<file path="config.mk">
export PLATFORM = sky130hd
export DESIGN_NAME = uart_fifo_tx
export DESIGN_NICKNAME = d
export VERILOG_FILES = /design/src/rtl/uart_pkg.sv /design/src/rtl/uart_fifo_tx_sync_fifo.sv /design/src/rtl/uart_fifo_tx.sv
export SDC_FILE = /design/constraint.sdc
export NUM_CORES = 1
export LEC_CHECK = 0
export BUFFER_PORTS_ARGS = -buffer_cell sky130_fd_sc_hd__buf_2
export CAP_MARGIN = 10
export CORE_UTILIZATION = 60
export CTS_BUF_LIST = sky130_fd_sc_hd__clkbuf_4
export DETAILED_ROUTE_END_ITERATION = 10
export PLACE_DENSITY = 0.77
export SYNTH_ARGS = -nofsm -noshare
export SYNTH_HDL_FRONTEND = slang
export SYNTH_HIERARCHICAL = 1
export SYNTH_SLANG_ARGS = --single-unit
</file>
<file path="constraint.sdc">
create_clock -name sys_clk -period 4 [get_ports sys_clk]
set_input_delay 0.4 -clock sys_clk [delete_from_list [all_inputs] [get_ports sys_clk]]
set_output_delay 0.4 -clock sys_clk [all_outputs]
set_load 0.05 [all_outputs]
</file>
<file path="src/rtl/uart_pkg.sv">
// Shared types and helpers for the buffered UART transmitter.
package uart_pkg;

  typedef enum logic [2:0] {
    ST_IDLE   = 3'd0,
    ST_START  = 3'd1,
    ST_DATA   = 3'd2,
    ST_PARITY = 3'd3,
    ST_STOP   = 3'd4
  } state_e;

  localparam int DATA_BITS = 8;

  function automatic int calc_bit_cyc(input int clk_freq, input int baud_rate);
    return clk_freq / baud_rate;
  endfunction

  // Width of a counter that must hold 0..bit_cyc-1.
  function automatic int calc_cnt_w(input int bit_cyc);
    return (bit_cyc <= 2) ? 1 : $clog2(bit_cyc);
  endfunction

endpackage

</file>
<file path="src/rtl/uart_fifo_tx_sync_fifo.sv">
// Single-clock FIFO with registered count; no fall-through, so a byte pushed
// into an empty FIFO becomes poppable one cycle later.
module sync_fifo #(
  parameter int WIDTH = 8,
  parameter int DEPTH = 16
) (
  input  logic                     clk,
  input  logic                     rst,
  input  logic                     push,
  input  logic                     pop,
  input  logic [WIDTH-1:0]         din,
  output logic [WIDTH-1:0]         dout,
  output logic [$clog2(DEPTH):0]   count,
  output logic                     full,
  output logic                     empty
);
  localparam int AW = $clog2(DEPTH);
  localparam logic [AW:0] FULL_CNT = DEPTH[AW:0];

  logic [WIDTH-1:0] r_mem [DEPTH];
  logic [AW-1:0]    r_wr_ptr, r_rd_ptr;
  logic [AW:0]      r_cnt;
  logic             w_push, w_pop;

  assign full   = (r_cnt == FULL_CNT);
  assign empty  = (r_cnt == '0);
  assign count  = r_cnt;
  assign dout   = r_mem[r_rd_ptr];
  assign w_push = push & ~full;
  assign w_pop  = pop & ~empty;

  always_ff @(posedge clk) begin
    if (rst) begin
      r_wr_ptr <= '0;
      r_rd_ptr <= '0;
      r_cnt    <= '0;
    end else begin
      if (w_push) r_wr_ptr <= r_wr_ptr + AW'(1);
      if (w_pop)  r_rd_ptr <= r_rd_ptr + AW'(1);
      case ({w_push, w_pop})
        2'b10:   r_cnt <= r_cnt + (AW+1)'(1);
        2'b01:   r_cnt <= r_cnt - (AW+1)'(1);
        default: ;
      endcase
    end
  end

  always_ff @(posedge clk) begin
    if (w_push) r_mem[r_wr_ptr] <= din;
  end

endmodule

</file>
<file path="src/rtl/uart_fifo_tx.sv">
// Buffered 8N1 UART transmitter: FIFO absorbs byte strobes, baud-timed FSM drains it.
// Define UART_TX_PARITY_EN to insert an even-parity bit between data and stop.
module uart_fifo_tx
  import uart_pkg::*;
#(
  parameter int CLK_FREQ   = 50_000_000,
  parameter int BAUD_RATE  = 9600,
  parameter int FIFO_DEPTH = 16
) (
  input  logic       sys_clk,
  input  logic       sys_rst,
  input  logic [7:0] pi_data,
  input  logic       pi_flag,
  output logic       tx,
  output logic       busy,
  output logic       fifo_full,
  output logic       ovf_flag
);
  localparam int BIT_CYC = calc_bit_cyc(CLK_FREQ, BAUD_RATE);
  localparam int CW      = calc_cnt_w(BIT_CYC);
  localparam int BW      = $clog2(DATA_BITS);
  localparam int CNTW    = $clog2(FIFO_DEPTH) + 1;

  state_e          r_state, w_state_nxt;
  logic [CW-1:0]   r_baud;
  logic [BW-1:0]   r_bit;
  logic [7:0]      r_shift;
  logic            r_ovf;
  logic [7:0]      w_dout;
  logic [CNTW-1:0] w_count;
  logic            w_full, w_empty, w_pop, w_push, w_bit_end, w_last_bit;
`ifdef UART_TX_PARITY_EN
  logic            r_par;
`endif

  assign w_push     = pi_flag & ~w_full;
  assign w_bit_end  = (r_baud == CW'(BIT_CYC - 1));
  assign w_last_bit = (r_bit == BW'(DATA_BITS - 1));
  assign fifo_full  = (w_count == CNTW'(FIFO_DEPTH));
  assign ovf_flag   = r_ovf;

  sync_fifo #(.WIDTH(8), .DEPTH(FIFO_DEPTH)) u_fifo (
    .clk   (sys_clk),
    .rst   (sys_rst),
    .push  (w_push),
    .pop   (w_pop),
    .din   (pi_data),
    .dout  (w_dout),
    .count (w_count),
    .full  (w_full),
    .empty (w_empty)
  );

  always_ff @(posedge sys_clk) begin
    if (sys_rst) r_state <= ST_IDLE;
    else         r_state <= w_state_nxt;
  end

  always_comb begin
    w_state_nxt = r_state;
    case (r_state)
      ST_IDLE:   if (!w_empty) w_state_nxt = ST_START;
      ST_START:  if (w_bit_end) w_state_nxt = ST_DATA;
`ifdef UART_TX_PARITY_EN
      ST_DATA:   if (w_bit_end && w_last_bit) w_state_nxt = ST_PARITY;
      ST_PARITY: if (w_bit_end) w_state_nxt = ST_STOP;
`else
      ST_DATA:   if (w_bit_end && w_last_bit) w_state_nxt = ST_STOP;
`endif
      // Chain straight into the next start bit when more data is waiting.
      ST_STOP:   if (w_bit_end) w_state_nxt = w_empty ? ST_IDLE : ST_START;
      default:   w_state_nxt = ST_IDLE;
    endcase
  end

  always_comb begin
    tx    = 1'b1;
    busy  = 1'b1;
    w_pop = 1'b0;
    case (r_state)
      ST_IDLE:   begin busy = 1'b0; w_pop = ~w_empty; end
      ST_START:  tx = 1'b0;
      ST_DATA:   tx = r_shift[0];
`ifdef UART_TX_PARITY_EN
      ST_PARITY: tx = r_par;
`endif
      ST_STOP:   w_pop = w_bit_end & ~w_empty;
      default:   busy = 1'b0;
    endcase
  end

  always_ff @(posedge sys_clk) begin
    if (sys_rst) begin
      r_baud  <= '0;
      r_bit   <= '0;
      r_shift <= '0;
      r_ovf   <= 1'b0;
`ifdef UART_TX_PARITY_EN
      r_par   <= 1'b0;
`endif
    end else begin
      if (pi_flag && w_full) r_ovf <= 1'b1;
      if (r_state == ST_IDLE || w_bit_end) r_baud <= '0;
      else                                 r_baud <= r_baud + CW'(1);
      if (w_pop) begin
        r_shift <= w_dout;
        r_bit   <= '0;
`ifdef UART_TX_PARITY_EN
        r_par   <= ^w_dout;
`endif
      end else if (r_state == ST_DATA && w_bit_end) begin
        r_shift <= r_shift >> 1;
        r_bit   <= r_bit + BW'(1);
      end
    end
  end

endmodule
</file>
==> flow_summary.yaml, run 1 <==
outcome:
  outcome: "finished, final reports clean"
logic_synthesis:
  post-synth-top-area-cell: "edfxtp_1"
  synthDistinctLibCells: 62
  syn_nets: 497
  yosysMostFrequentCell: "edfxtp_1"
  yosys_most_used_dff: "edfxtp_1"
  synth_top_cells_by_count: "edfxtp_1, dfxtp_1, nor2_1"
  synth_seq_area_share: 0.6508
  ys_async_sr_fraction: 0
  syn_inst: 475
  synth_area_leaders: "edfxtp_1, dfxtp_1, mux4_2, nor2_1, ha_1"
  synth-seq-cells: 173
  yosysWarnings: 6
  avgSynthCellArea_sq_um: 15.35
  synth-edff-count: 128
  syn_area_sq_um: 7291
  synth_top_area_frac: 0.5272
cts:
  postCtsSetupBuffers: 0
  clock_path_buffers: 2
  numCtsBuffers: 17
  cts_root_buf: "clkbuf_4"
  clk_pin_slew_worst_paths_ps: 130
  cts_tree: "yes"
  clock_sinks: 173
  htreeDepth: 4
  clock_latency_ps: 570
hold_path:
  hold_path.class: "input pin to register"
placement:
  dp_hpwl_microns: 8474
  port_buffers: 14
  place_area_sq_um: 7447
  gp_congestion: 0.8094
drt:
  first_pass_iters: 5
  via_count: 4031
  wl_microns: 13030
  vias_per_cell: 6.269
  ant_nets: 0
  drtIter0Drc: 322
  post_drt_wl_per_cell_microns: 20.26
  drc_errors: 0
finish:
  drive_gt1_frac: 0.2140
  multi_input_area_sq_um: 2369
  nNetsFinal: 509
  area_growth_pct: 6.659
  post-route-util: 0.6696
  fin_area_sq_um: 7776
  regArea_sq_um: 4748
  n_antenna_cell: 0
  fillerInstances: 810
floorplanning:
  die_area_sq_um: 12600
  start_util: 0.6278
  num_io_pins: 15
  rows: 39
  coreArea_sq_um: 11610
  fp.dieW_microns: 112.2
  dieHeight_microns: 112.2
setup_path:
  cp-start-kind: "register"
  cp_max_fo: 12
  crit_path_end_kind: "register"
  crit_slowest_cell: "dfxtp_1"
  max_stage_delay_ps: 510
  worstPathArrival_ps: 4170
  worstPathCellList: "or4_4, nor2_1, or3_4, or2_4, inv_1, o21ai_4, inv_1, ha_1, xor2_1, ha_1, nand2_1, o21ai_0, nor3_1, nand4bb_1"
  crit_required_ps: 4460
  worst-setup-path-type: "register to register"
timing:
  slew_viol_final: 0
  rsz0062_at_grt: "no"
  timing.hold.ws_ps: 91.57
  fin_crit_sh: 0.9277
  final.setup.tns_ps: 0
  max_freq_mhz: 269.5
  min_period_ps: 3711
  clock-skew-final_ps: 14.11
  timing_hold_violations_final: 0
  max_slew_margin: 0.3636
  finalSetupViolCount: 0
  tightestPinTransition_ps: 951.0
power_and_ir_drop:
  power.density_nw_per_um2: 571.5
  total_leakage_power_nw: 2.654
  peakVddDrop_mv: 0.4055
global_route:
  grt_max_degree: 36
  grtUsageTotal: 0.2275
  grt_overflow_total: 0
  grt_pass1_vias: 4041
  antenna_found_initial: 0
  grt_first_pass_wirelength_microns: 20980
run:
  drv_cap: 0
[flip-flops by register name, indices dropped and copies added (netlist names), 3 cells and up, named ones only]
name / count
u_fifo/r_wr_ptr: 4
r_baud: 13
u_fifo/r_mem: 128
r_shift: 8
u_fifo/count: 5
r_bit: 3
u_fifo/r_rd_ptr: 4
r_state: 3
[metal layers]
layer,vias up,wire length [microns],part of all wire,track usage
li1,1862,-,-,-
met1,2033,5737,0.44,0.3096
met2,114,6374,0.49,0.3590
met3,22,665,0.051,0.04806
met4,0,251,0.019,0.1013
met5,-,0,0,0
[final timing paths]
kind                         from               to  slack [ps]  cells after the start
setup / recovery  u_fifo/count[1]  u_fifo/count[4]         290                     14
hold / removal            pi_flag         ovf_flag          90                      3
setup reg to reg  u_fifo/count[1]  u_fifo/count[4]         290                     14
hold reg to reg         r_baud[0]        r_baud[0]         480                      1
[where the power goes]
part / switching [mW] / internal [mW]
clock: 0.582 / 0.494
combinational: 0.613 / 0.542
sequential: 0.160 / 2.05
total: 1.36 / 3.09
[logic make-up after synthesis]
logic type | synth area share
DFF | 0.6508
and+or+nand+nor | 0.09988
buffers and inverters | 0.02540
muxes | 0.1169
adders and majority gates | 0.01888
AOI/OAI and AO/OA | 0.06419
xor gates and xnor gates | 0.02403
[cell type report]
| cell class | instances | area share |
|---|---|---|
| flip-flops and latches | 173 | 0.6106 |
| multi-input cells | 264 | 0.3046 |
| clock inverters | 15 | 0.02478 |
| well taps | 143 | 0.02301 |
| clock buffers | 17 | 0.01641 |
| repair buffers | 21 | 0.01577 |
| inverters | 10 | 0.004827 |
[critical path: cells and delay by family, from the launching register on]
| family | cells | cell delay (ps) |
|---|---|---|
| xor+xnor | 1 | 190 |
| flops | 1 | 510 |
| fa+ha+maj | 2 | 640 |
| compound gates | 2 | 480 |
| simple gates | 7 | 1470 |
| buf+inv | 2 | 310 |
[metrics by stage]
stage / std cells / power (mW) / worst slack, ps
2_1_floorplan: 475 / 3.186 / 600.5
3_3_place_gp: 611 / 3.334 / 283.9
3_5_place_dp: 611 / 3.383 / 115.8
4_1_cts: 643 / 4.445 / 66.79
5_1_grt: 643 / 4.648 / 110.8
6_report: 643 / 4.444 / 289.3
[timing repair]
action / CTS / global route
resized for setup: 0 / 3
hold buffers: 0 / 0
endpoints found under the setup margin: 0 / 2
[placed cells by master (no fill, tap or decap), drive strengths merged, types with 3 or more instances in the layout]
cell,n
a211oi,10
a22oi,16
and2,4
and3,3
buf,21
bufinv,4
clkbuf,17
clkinv,9
dfxtp,45
edfxtp,128
ha,11
inv,11
mux2i,12
mux4,32
nand2,21
nand3,7
nand4,5
nor2,43
nor2b,6
nor3,21
nor4,4
o211ai,4
o21a,4
o21ai,4
or3,4
xnor2,7
xor2,13
No activity file was read; power rests on OpenSTA's default activity.
==> inputs of run 2 (changes only) <==
--- a/config.mk
+++ b/config.mk
@@ -7,9 +7,11 @@
 export LEC_CHECK = 0
 export BUFFER_PORTS_ARGS = -buffer_cell sky130_fd_sc_hd__buf_2
 export CAP_MARGIN = 10
+export CORE_MARGIN = 2
 export CORE_UTILIZATION = 60
 export CTS_BUF_LIST = sky130_fd_sc_hd__clkbuf_4
 export DETAILED_ROUTE_END_ITERATION = 10
+export GPL_ROUTABILITY_DRIVEN = 1
 export PLACE_DENSITY = 0.77
 export SYNTH_ARGS = -nofsm -noshare
 export SYNTH_HDL_FRONTEND = slang
==> flow_summary.yaml, run 2 (synthesis gave the netlist of run 1 again) <==
placement:
  port_buffers: 14
  place_inst: 616
  gp_congestion: 0.8396
  dp_hpwl_microns: 8488
floorplanning:
  num_io_pins: 15
  die_area_sq_um: 13050
  rows: 40
  fp.dieW_microns: 114.2
  dieHeight_microns: 114.2
  start_util: 0.6121
  coreArea_sq_um: 11910
setup_path:
  crit_required_ps: 4440
  cp_max_fo: 12
  worst-setup-path-type: "register to register"
  rr_startpoint: "r_baud[0]"
  worstPathArrival_ps: 4040
  cp-start-kind: "register"
  startpoint: "r_baud[0]"
  crit_path_end_kind: "register"
global_route:
  grt_pass1_vias: 3879
  grtUsageTotal: 0.2100
  grt_first_pass_wirelength_microns: 20290
  antenna_found_initial: 0
  grt_max_degree: 36
  grt_overflow_total: 0
timing:
  clock-skew-final_ps: 26.84
  max_freq_mhz: 278.3
  final.setup.tns_ps: 0
  min_period_ps: 3594
  tightestPinTransition_ps: 902.5
  timing_hold_violations_final: 0
  slew_viol_final: 0
  max_slew_margin: 0.3961
  rsz0062_at_grt: "no"
  finalSetupViolCount: 0
  fin_crit_sh: 0.8984
cts:
  clock_path_buffers: 2
  cts_hold_buffers: 0
  cts_tree: "yes"
  clock_latency_ps: 560
  clk_pin_slew_worst_paths_ps: 130
  numCtsBuffers: 17
  htreeDepth: 4
  clock_sinks: 173
  cts_root_buf: "clkbuf_4"
drt:
  first_pass_iters: 5
  drc_errors: 0
  vias_per_cell: 6.048
  drtIter0Drc: 354
  ant_nets: 0
  wl_microns: 12450
  via_count: 3919
  post_drt_wl_per_cell_microns: 19.21
finish:
  regArea_sq_um: 4747
  n_antenna_cell: 0
  layout_commonest_cell: "edfxtp_1"
  nNetsFinal: 510
  regMostFlops: "u_fifo/r_mem"
  top_regs: "u_fifo/r_mem: 128 flops, r_baud: 13 flops, r_shift: 8 flops"
  mostFrequentLayoutCells: "edfxtp_1, nor2_1, dfxtp_1, mux4_2"
  fillerInstances: 851
  final_cells: 648
  area_growth_pct: 6.058
  multi_input_area_sq_um: 2369
  drive_gt1_frac: 0.2196
  largest_reg_flops: 128
outcome:
  outcome: "finished, final reports clean"
power_and_ir_drop:
  peakVddDrop_mv: 0.4848
  power.density_nw_per_um2: 552.3
  total_leakage_power_nw: 2.634
hold_path:
  holdCritStartpoint: "pi_flag"
  hold_path.class: "input pin to register"
run:
  drv_cap: 0
[run 2: cell count changes in the layout (fill, tap and decap cells not counted)]
cell,delta
clkinv_1,-3
dfxtp_2,-1
clkinvlp_4,+2
clkinv_4,-2
bufinv_16,-3
inv_8,+3
buf_4,+1
dfxtp_1,+1
clkinv_2,+3
[run 2: cell type report]
cell class,count,area share
clock inverter,15,0.01780
clock buffer,17,0.01650
tap,147,0.02379
multi-input combinational,264,0.3063
inverter,10,0.004854
timing repair buffer,22,0.01683
sequential,173,0.6139
[run 2: critical path, cell delays in order, from the launching register on]
cell and delay, ps:
dfxtp_1 400, ha_1 240, nor4bb_4 350, a31oi_1 120, buf_4 180, or2_4 290
inv_1 220, o21ai_4 130, inv_1 80, ha_1 390, xor2_1 120, ha_1 250
o31ai_1 360, o22ai_1 150, nand4bb_1 200
[run 2: routing by layer]
metal  share of wire  global-route usage  up-vias
met2            0.50              0.3492       84
met5               0                   0        -
met1            0.44              0.2735     1955
met3           0.046             0.05294        9
met4          0.0064             0.07073        0
li1                -                   -     1871
[run 2: timing repair]
| action | in CTS | in global routing |
|---|---|---|
| gates resized for setup | 0 | 3 |
| setup buffers | 0 | 0 |
| endpoints found under the setup margin | 0 | 2 |
[run 2: report_power, final]
| group | internal [mW] | total, mW | switching [mW] |
|---|---|---|---|
| sequential | 2.05 | 2.20 | 0.147 |
| clock | 0.319 | 0.924 | 0.605 |
| combinational | 0.543 | 1.15 | 0.606 |
[run 2: worst paths after layout]
path                          end  slack [ps]  depth (start not counted)
hold reg to reg         r_baud[0]         480                          1
setup reg to reg  u_fifo/count[4]         410                         14
setup / recovery  u_fifo/count[4]         410                         14
hold / removal           ovf_flag          90                          3
[run 2: per-stage QoR]
stage | hold slack, ps | setup WS (ps) | total power, mW | instance area (sq um) | util
2_1_floorplan | 429.9 | 600.5 | 3.186 | 7291 | -
3_3_place_gp | 442.4 | 289.3 | 3.329 | 7458 | 0.6262
3_5_place_dp | 455.0 | 92.52 | 3.370 | 7458 | 0.6262
4_1_cts | 51.54 | 79.50 | 4.284 | 7724 | 0.6484
5_1_grt | 72.91 | 105.1 | 4.499 | 7732 | 0.6492
6_report | 94.14 | 406.4 | 4.271 | 7732 | 0.6492
